<file path="config.mk">
export PLATFORM = sky130hd
export DESIGN_NAME = clock_set_controller
export DESIGN_NICKNAME = d
export VERILOG_FILES = /design/src/rtl/clock_pkg.sv /design/src/rtl/button_debouncer.sv /design/src/rtl/clock_set_controller.sv
export SDC_FILE = /design/constraint.sdc
export NUM_CORES = 1
export LEC_CHECK = 0
export CAP_MARGIN = 20
export CORE_MARGIN = 1.5
export CORE_UTILIZATION = 53
export DETAILED_ROUTE_END_ITERATION = 8
export GPL_TIMING_DRIVEN = 0
export PLACE_DENSITY = 0.82
export RECOVER_POWER = 100
export SYNTH_ARGS = -nofsm -noshare
export SYNTH_HDL_FRONTEND = slang
export SYNTH_HIERARCHICAL = 1
export SYNTH_SLANG_ARGS = --single-unit
</file>
<file path="constraint.sdc">
create_clock -name clk -period 2.1 [get_ports clk]
set_input_delay 0.315 -clock clk [delete_from_list [all_inputs] [get_ports clk]]
set_output_delay 0.315 -clock clk [all_outputs]
set_load 0.02 [all_outputs]
</file>
<file path="src/rtl/clock_pkg.sv">
`default_nettype none
// +--------------------------------------------------------------------------+
// | clock_pkg : shared state codes, BCD limits and digit type for the clock  |
// | Rev 1.0                                                                  |
// +--------------------------------------------------------------------------+
package clock_pkg;

    typedef logic [3:0] bcd_t;
    typedef logic [1:0] mode_t;

    localparam mode_t ST_RUN        = 2'd0;
    localparam mode_t ST_SET_HOUR   = 2'd1;
    localparam mode_t ST_SET_MINUTE = 2'd2;

    localparam bcd_t HOUR_MAX_T      = 4'd2;
    localparam bcd_t HOUR_MAX_U_AT_2 = 4'd3;
    localparam bcd_t MIN_MAX_T       = 4'd5;
    localparam bcd_t DIGIT_MAX       = 4'd9;

endpackage
`default_nettype wire

</file>
<file path="src/rtl/button_debouncer.sv">
`default_nettype none
// +--------------------------------------------------------------------------+
// | button_debouncer : 2-flop synchroniser, stability filter, rise pulse     |
// | Rev 1.0                                                                  |
// +--------------------------------------------------------------------------+
module button_debouncer #(
    parameter int unsigned DB_CYCLES = 1_000_000
) (
    input  logic clk,
    input  logic rst,
    input  logic i_btn,
    output logic o_level,
    output logic o_press
);

    localparam int unsigned c_cnt_w = (DB_CYCLES > 1) ? $clog2(DB_CYCLES) : 1;
    localparam logic [c_cnt_w-1:0] c_cnt_last = c_cnt_w'(DB_CYCLES - 1);

    logic               r_sync1;
    logic               r_sync2;
    logic               r_level;
    logic               r_level_d;
    logic [c_cnt_w-1:0] r_cnt;

    // Level flips only after DB_CYCLES consecutive samples disagreeing with it.
    always_ff @(posedge clk or posedge rst) begin
        if (rst) begin
            r_sync1   <= 1'b0;
            r_sync2   <= 1'b0;
            r_level   <= 1'b0;
            r_level_d <= 1'b0;
            r_cnt     <= '0;
        end else begin
            r_sync1   <= i_btn;
            r_sync2   <= r_sync1;
            r_level_d <= r_level;
            if (r_sync2 == r_level) begin
                r_cnt <= '0;
            end else if (r_cnt == c_cnt_last) begin
                r_level <= r_sync2;
                r_cnt   <= '0;
            end else begin
                r_cnt <= r_cnt + 1'b1;
            end
        end
    end

    assign o_level = r_level;
    assign o_press = r_level & ~r_level_d;

endmodule
`default_nettype wire

</file>
<file path="src/rtl/clock_set_controller.sv">
`default_nettype none
// +--------------------------------------------------------------------------+
// | clock_set_controller : button-driven HH:MM edit FSM with counter load    |
// | Rev 1.0                                                                  |
// +--------------------------------------------------------------------------+
module clock_set_controller
    import clock_pkg::*;
#(
    parameter int unsigned DB_CYCLES  = 1_000_000,
    parameter int unsigned RPT_DELAY  = 25_000_000,
    parameter int unsigned RPT_PERIOD = 5_000_000,
    parameter int unsigned BLINK_HALF = 12_500_000
) (
    input  logic       clk,
    input  logic       rst,
    input  logic       btn_mode,
    input  logic       btn_inc,
    input  logic [3:0] cur_hh_t,
    input  logic [3:0] cur_hh_u,
    input  logic [3:0] cur_mm_t,
    input  logic [3:0] cur_mm_u,
    output logic [3:0] set_hh_t,
    output logic [3:0] set_hh_u,
    output logic [3:0] set_mm_t,
    output logic [3:0] set_mm_u,
    output logic       load,
    output logic       run_en,
    output logic       blank_hh,
    output logic       blank_mm,
    output logic [1:0] mode_st
);

    localparam int unsigned c_rpt_w = $clog2(RPT_DELAY + 1);
    localparam logic [c_rpt_w-1:0] c_rpt_fire   = c_rpt_w'(RPT_DELAY);
    localparam logic [c_rpt_w-1:0] c_rpt_reload = c_rpt_w'(RPT_DELAY - RPT_PERIOD + 1);
    localparam int unsigned c_blk_w = (BLINK_HALF > 1) ? $clog2(BLINK_HALF) : 1;
    localparam logic [c_blk_w-1:0] c_blk_last = c_blk_w'(BLINK_HALF - 1);

    logic               w_mode_press;
    logic               w_inc_press;
    logic               w_inc_level;
    logic               w_in_set;
    logic               w_rpt_fire;
    logic               w_inc;
    logic               w_cur_valid;
    bcd_t               w_hh_t_nx, w_hh_u_nx, w_mm_t_nx, w_mm_u_nx;

    mode_t              r_state;
    bcd_t               r_hh_t, r_hh_u, r_mm_t, r_mm_u;
    logic               r_load;
    logic               r_run_en;
    logic               r_blink_on;
    logic [c_blk_w-1:0] r_blink_cnt;
    logic [c_rpt_w-1:0] r_rpt_cnt;
    logic               r_rpt_block;

    button_debouncer #(.DB_CYCLES(DB_CYCLES)) u_db_mode (
        .clk     (clk),
        .rst     (rst),
        .i_btn   (btn_mode),
        .o_level (),
        .o_press (w_mode_press)
    );

    button_debouncer #(.DB_CYCLES(DB_CYCLES)) u_db_inc (
        .clk     (clk),
        .rst     (rst),
        .i_btn   (btn_inc),
        .o_level (w_inc_level),
        .o_press (w_inc_press)
    );

    assign w_in_set   = (r_state != ST_RUN);
    assign w_rpt_fire = w_in_set & w_inc_level & ~r_rpt_block & (r_rpt_cnt == c_rpt_fire);
    // MODE has priority: an INC event in the same cycle is dropped.
    assign w_inc      = w_in_set & ~w_mode_press & (w_inc_press | w_rpt_fire);

    assign w_cur_valid = (cur_hh_t <= DIGIT_MAX) && (cur_hh_u <= DIGIT_MAX) &&
                         (cur_mm_t <= MIN_MAX_T) && (cur_mm_u <= DIGIT_MAX) &&
                         ((cur_hh_t < HOUR_MAX_T) ||
                          ((cur_hh_t == HOUR_MAX_T) && (cur_hh_u <= HOUR_MAX_U_AT_2)));

    always_comb begin
        w_hh_t_nx = r_hh_t;
        w_hh_u_nx = r_hh_u + 4'd1;
        if ((r_hh_t == HOUR_MAX_T) && (r_hh_u == HOUR_MAX_U_AT_2)) begin
            w_hh_t_nx = '0;
            w_hh_u_nx = '0;
        end else if (r_hh_u == DIGIT_MAX) begin
            w_hh_t_nx = r_hh_t + 4'd1;
            w_hh_u_nx = '0;
        end
        w_mm_t_nx = r_mm_t;
        w_mm_u_nx = r_mm_u + 4'd1;
        if (r_mm_u == DIGIT_MAX) begin
            w_mm_u_nx = '0;
            w_mm_t_nx = (r_mm_t == MIN_MAX_T) ? 4'd0 : r_mm_t + 4'd1;
        end
    end

    always_ff @(posedge clk or posedge rst) begin
        if (rst) begin
            r_state  <= ST_RUN;
            r_hh_t   <= '0;
            r_hh_u   <= '0;
            r_mm_t   <= '0;
            r_mm_u   <= '0;
            r_load   <= 1'b0;
            r_run_en <= 1'b1;
        end else begin
            r_load <= 1'b0;
            if (w_mode_press) begin
                case (r_state)
                    ST_RUN: begin
                        r_state  <= ST_SET_HOUR;
                        r_run_en <= 1'b0;
                        if (w_cur_valid) begin
                            r_hh_t <= cur_hh_t;
                            r_hh_u <= cur_hh_u;
                            r_mm_t <= cur_mm_t;
                            r_mm_u <= cur_mm_u;
                        end else begin
                            r_hh_t <= '0;
                            r_hh_u <= '0;
                            r_mm_t <= '0;
                            r_mm_u <= '0;
                        end
                    end
                    ST_SET_HOUR: begin
                        r_state <= ST_SET_MINUTE;
                    end
                    ST_SET_MINUTE: begin
                        r_state  <= ST_RUN;
                        r_load   <= 1'b1;
                        r_run_en <= 1'b1;
                    end
                    default: begin
                        r_state  <= ST_RUN;
                        r_run_en <= 1'b1;
                    end
                endcase
            end else if (w_inc) begin
                if (r_state == ST_SET_HOUR) begin
                    r_hh_t <= w_hh_t_nx;
                    r_hh_u <= w_hh_u_nx;
                end else begin
                    r_mm_t <= w_mm_t_nx;
                    r_mm_u <= w_mm_u_nx;
                end
            end
        end
    end

    // An INC still held across a MODE change stays blocked until released.
    always_ff @(posedge clk or posedge rst) begin
        if (rst) begin
            r_rpt_cnt   <= '0;
            r_rpt_block <= 1'b0;
        end else begin
            r_rpt_block <= w_mode_press ? w_inc_level : (r_rpt_block & w_inc_level);
            if (w_mode_press || !w_in_set || !w_inc_level || r_rpt_block) begin
                r_rpt_cnt <= '0;
            end else if (w_rpt_fire) begin
                r_rpt_cnt <= c_rpt_reload;
            end else begin
                r_rpt_cnt <= r_rpt_cnt + 1'b1;
            end
        end
    end

    always_ff @(posedge clk or posedge rst) begin
        if (rst) begin
            r_blink_on  <= 1'b0;
            r_blink_cnt <= '0;
        end else if (w_mode_press || w_inc) begin
            r_blink_on  <= 1'b1;
            r_blink_cnt <= '0;
        end else if (r_blink_cnt == c_blk_last) begin
            r_blink_on  <= ~r_blink_on;
            r_blink_cnt <= '0;
        end else begin
            r_blink_cnt <= r_blink_cnt + 1'b1;
        end
    end

    assign set_hh_t = r_hh_t;
    assign set_hh_u = r_hh_u;
    assign set_mm_t = r_mm_t;
    assign set_mm_u = r_mm_u;
    assign load     = r_load;
    assign run_en   = r_run_en;
    assign mode_st  = r_state;
    assign blank_hh = (r_state == ST_SET_HOUR)   & ~r_blink_on;
    assign blank_mm = (r_state == ST_SET_MINUTE) & ~r_blink_on;

endmodule
`default_nettype wire

</file>
==> metrics.md <==
| Metric | Value |
|---|---|
| Setup TNS after final layout | `-0.0173 ns` |
| Start point of the worst min-delay path | `u_db_inc/r_sync1` |
| Highest attainable clock frequency | `473 MHz` |
| Setup slack on the worst flop-to-flop path | `-0.01 ns` |
| Worst-skew pair later-pin latency | `0.42 ns` |
| Finished Cell Area | `0.00764 mm²` |
| Crit Path Class | `reg2reg` |
| Final net count | `719` |
| Pin count of the biggest net entering global routing | `29` |
| Total Die Area | `0.0123 mm²` |
| Hold-critical path depth | `0` |
| Period utilisation layout | `1.01` |
| Dpl cells | `797` |
| DRC violation count after routing | `0` |
| CP Data Arrival Time | `2.42 ns` |
| Hold Crit Endpoint | `u_db_inc/r_sync2` |
| Worst hold-check slack | `0.351 ns` |
| HPWL after detailed placement | `9560 µm` |
| Gpl congestion | `0.888` |
| Worst flop-to-flop path endpoint | `set_mm_t[1]` |
| Number of pins exceeding their max-slew limit in the final report | `0` |
| Layout cells sized above 1 | `0.164` |
| Count of flip-flops with a built-in enable after synthesis | `0` |
| Number of iterations in the first detailed-routing pass | `5` |
| Vertical die dimension | `111 µm` |
| Layout Utilization | `0.672` |
| Sequential cell area | `0.00298 mm²` |
| IO Pins | `42` |
| Number of cell instances on the worst register-to-register path | `7` |
| Detailed-route via count | `5044` |
| Ranking of synthesized cells by area | `sky130_fd_sc_hd__dfrtp_1 48%, sky130_fd_sc_hd__xor2_1 7.1%, sky130_fd_sc_hd__nor2_1 5.7%` |
| Worst Setup Start Kind | `flop` |
| Global-route wire length before repair | `24800 µm` |
| Final-report hold violation count | `0` |
| Final std cells w/o fill | `846` |
| Number of nets with antenna violations after routing | `0` |
| Actual slew at the worst max-slew pin | `0.929 ns` |
| Headroom to the max-slew limit | `0.380` |
| # H-tree levels | `4` |
| Hold buffers post-CTS | `0` |
| Setup slack after layout | `-0.0142 ns` |
| # diodes | `0` |
| Sequential-to-total area share from yosys stat | `0.484` |
| Yosys top cell area share | `0.480` |
| Rows | `39` |
| Synth async-reset ratio | `1.00` |
| Run status | `complete, but fails checks` |
| Yosys synthesis warning count | `6` |
| Worst IR Drop VDD | `524 µV` |
| Vias/cell | `5.96` |
| Area used by multi-input combinational logic | `0.00313 mm²` |
| I/O Buffers | `41` |
| Filler cell count | `807` |
| Signed area change from the synthesized netlist to the final layout | `24.2%` |
| Area of placed instances | `0.00680 mm²` |
| Cell variety after synth | `63` |
| Critical Path RT | `2.40 ns` |
| Highest net fanout along the worst path | `5` |
| Cell at the root of the clock tree | `sky130_fd_sc_hd__clkbuf_16` |
| Synth Flop Type | `sky130_fd_sc_hd__dfrtp_1` |
| Post-layout min period | `2.11 ns` |
| Leading area contributor after synthesis | `sky130_fd_sc_hd__dfrtp_1` |
| Initial DRC count | `354` |
| Number of flip-flops and latches in the synthesized netlist | `119` |
| Netlist Area Pre-Place | `0.00615 mm²` |
| Remaining Overflow, GRT | `0` |
| Number of CTS-inserted buffers | `17` |
| Placeable Area | `0.0114 mm²` |
| Sinks on the clock net | `119` |
| Die width | `111 µm` |
| Failing checks | `setup timing` |
| Overall fraction of global-route tracks in use | `0.249` |
| Vias in the first global route | `5070` |
| Avg Cell Area, Syn | `10.1 µm²` |
| Detail-routed net length per standard cell | `17.0 µm` |
| Setup-violating endpoint count in the final report | `3` |
| Total detailed-routing wirelength | `14300 µm` |
| TritonCTS clock tree | `built` |
| RSZ-0062 raised after global routing | `true` |
| Clock slew seen by the registers of the worst setup and hold paths | `0.06 ns` |
| Post-Synthesis Net Count | `638` |
| Category of the worst setup path capture point | `flop` |
| Leakage power of the design | `3.29 nW` |
| Initial Util | `0.541` |
| Power per Cell Area | `694 mW/mm²` |
| Post-Syn Instances | `609` |
| Worst R2R Start | `r_rpt_cnt[0]` |
| Max-cap viol count | `0` |
| Skew final | `0.00630 ns` |
| Max Buffers Root-to-Sink | `2` |
| Initial antenna violation count | `0` |
| Class of the most critical hold timing path | `reg2reg` |
-- flip-flops by register name (all words and copies together) (netlist names), 2 cells and up --
| name | cells |
|---|---|
| set_mm_u | 4 |
| r_blink_cnt | 24 |
| r_rpt_cnt | 25 |
| set_hh_t | 4 |
| set_hh_u | 4 |
| u_db_inc/r_cnt | 20 |
| u_db_mode/r_cnt | 20 |
| mode_st | 2 |
| set_mm_t | 4 |
-- where the power goes --
group / total (mW) / switching [mW] / internal, mW
Combinational: 0.135 / 0.0806 / 0.0542
Clock: 2.85 / 0.999 / 1.85
Sequential: 2.32 / 0.0113 / 2.31
Total: 5.31 / 1.09 / 4.21
-- critical path: stages (launching register included) --
cell	delay [ns]
sky130_fd_sc_hd__dfrtp_1	0.41
sky130_fd_sc_hd__inv_1	0.08
sky130_fd_sc_hd__ha_1	0.14
sky130_fd_sc_hd__nor4bb_2	0.21
sky130_fd_sc_hd__and4_4	0.31
sky130_fd_sc_hd__nand2_2	0.11
sky130_fd_sc_hd__a221o_2	0.42
sky130_fd_sc_hd__mux2_4	0.32
-- metal layers --
metal | track usage | vias up | part of all wire
met3 | 0.0530 | 33 | 0.050
met2 | 0.421 | 177 | 0.50
met1 | 0.310 | 2497 | 0.42
met5 | 0 | - | 0
met4 | 0.102 | 0 | 0.026
li1 | - | 2337 | -
-- cells in the final DEF (no fill, tap or decap), drive strengths merged, types with 6 or more instances in the layout --
cell type      count
clkbuf            30
mux2               9
mux2i              7
nor2b              6
nor3               8
dfrtp            118
o21ai             12
nand2             36
nor4              14
and3              15
a21oi             23
nand2b             6
nor4b              7
clkinv             8
o2bb2ai            6
xor2              50
buf               26
nor2              93
xnor2             25
ha                 9
and4              11
nand3             38
inv               23
nand4             25
o211ai             7
clkdlybuf4s50     36
-- cells by family after synthesis --
family,after synthesis,share of synthesized area
compound gates,73,0.0876
xor+xnor,75,0.107
fa+ha+maj,9,0.0183
buf+inv,37,0.0258
flops,119,0.484
mux,16,0.0285
simple gates,280,0.249
-- final cells by class --
| cell class | count | area share |
|---|---|---|
| inverters | 24 | 0.0120 |
| clock inverters | 10 | 0.0131 |
| clock buffers | 22 | 0.0634 |
| plain buffers | 10 | 0.00999 |
| multi-input cells | 453 | 0.410 |
| repair buffers | 65 | 0.0781 |
| well taps | 143 | 0.0234 |
| flip-flops and latches | 119 | 0.390 |
-- metrics by stage --
step | power, mW | worst slack [ns]
floorplan | 2.43 | 0.00108
global route | 5.47 | -0.0996
CTS | 5.34 | -0.0842
detailed placement | 2.50 | -0.585
finish | 5.31 | -0.0142
global placement | 2.49 | -0.524
-- timing repair --
item / 4_1_cts / 5_1_grt
endpoints found under the setup margin: 62 / 59
pin swaps: 7 / 9
resized for setup: 31 / 12
setup buffers: 17 / 3
-- cells in the mapped netlist (5+ instances only) --
library cell	count
sky130_fd_sc_hd__and3_1	12
sky130_fd_sc_hd__nand2_1	35
sky130_fd_sc_hd__clkbuf_1	7
sky130_fd_sc_hd__nor2_1	93
sky130_fd_sc_hd__and4_1	9
sky130_fd_sc_hd__xnor2_1	25
sky130_fd_sc_hd__xor2_1	50
sky130_fd_sc_hd__o2bb2ai_1	6
sky130_fd_sc_hd__inv_1	24
sky130_fd_sc_hd__o21ai_0	11
sky130_fd_sc_hd__nand3_1	36
sky130_fd_sc_hd__nor2b_1	6
sky130_fd_sc_hd__mux2_2	8
sky130_fd_sc_hd__nor3_1	8
sky130_fd_sc_hd__nand4_1	25
sky130_fd_sc_hd__o211ai_1	6
sky130_fd_sc_hd__a21oi_1	23
sky130_fd_sc_hd__dfrtp_1	118
sky130_fd_sc_hd__nor4b_1	5
sky130_fd_sc_hd__nor4_1	11
sky130_fd_sc_hd__mux2i_1	7
sky130_fd_sc_hd__nand2b_1	6
sky130_fd_sc_hd__ha_1	9
-- worst max-delay path by stage --
stage | startpoint | slack [ns] | cells after the start | endpoint
after floorplan | mode_st[1] | 0.001 | 6 | set_mm_u[0]
after global placement | u_db_mode/o_level | -0.52 | 7 | set_mm_t[1]
after detailed placement | u_db_mode/o_level | -0.59 | 7 | set_mm_u[1]
after CTS | r_rpt_cnt[10] | -0.08 | 5 | set_mm_t[1]
after global routing | r_rpt_cnt[0] | -0.1 | 7 | set_mm_t[1]
final | r_rpt_cnt[0] | -0.01 | 7 | set_mm_t[1]
Note: power is estimated with default switching activity, not from simulation.
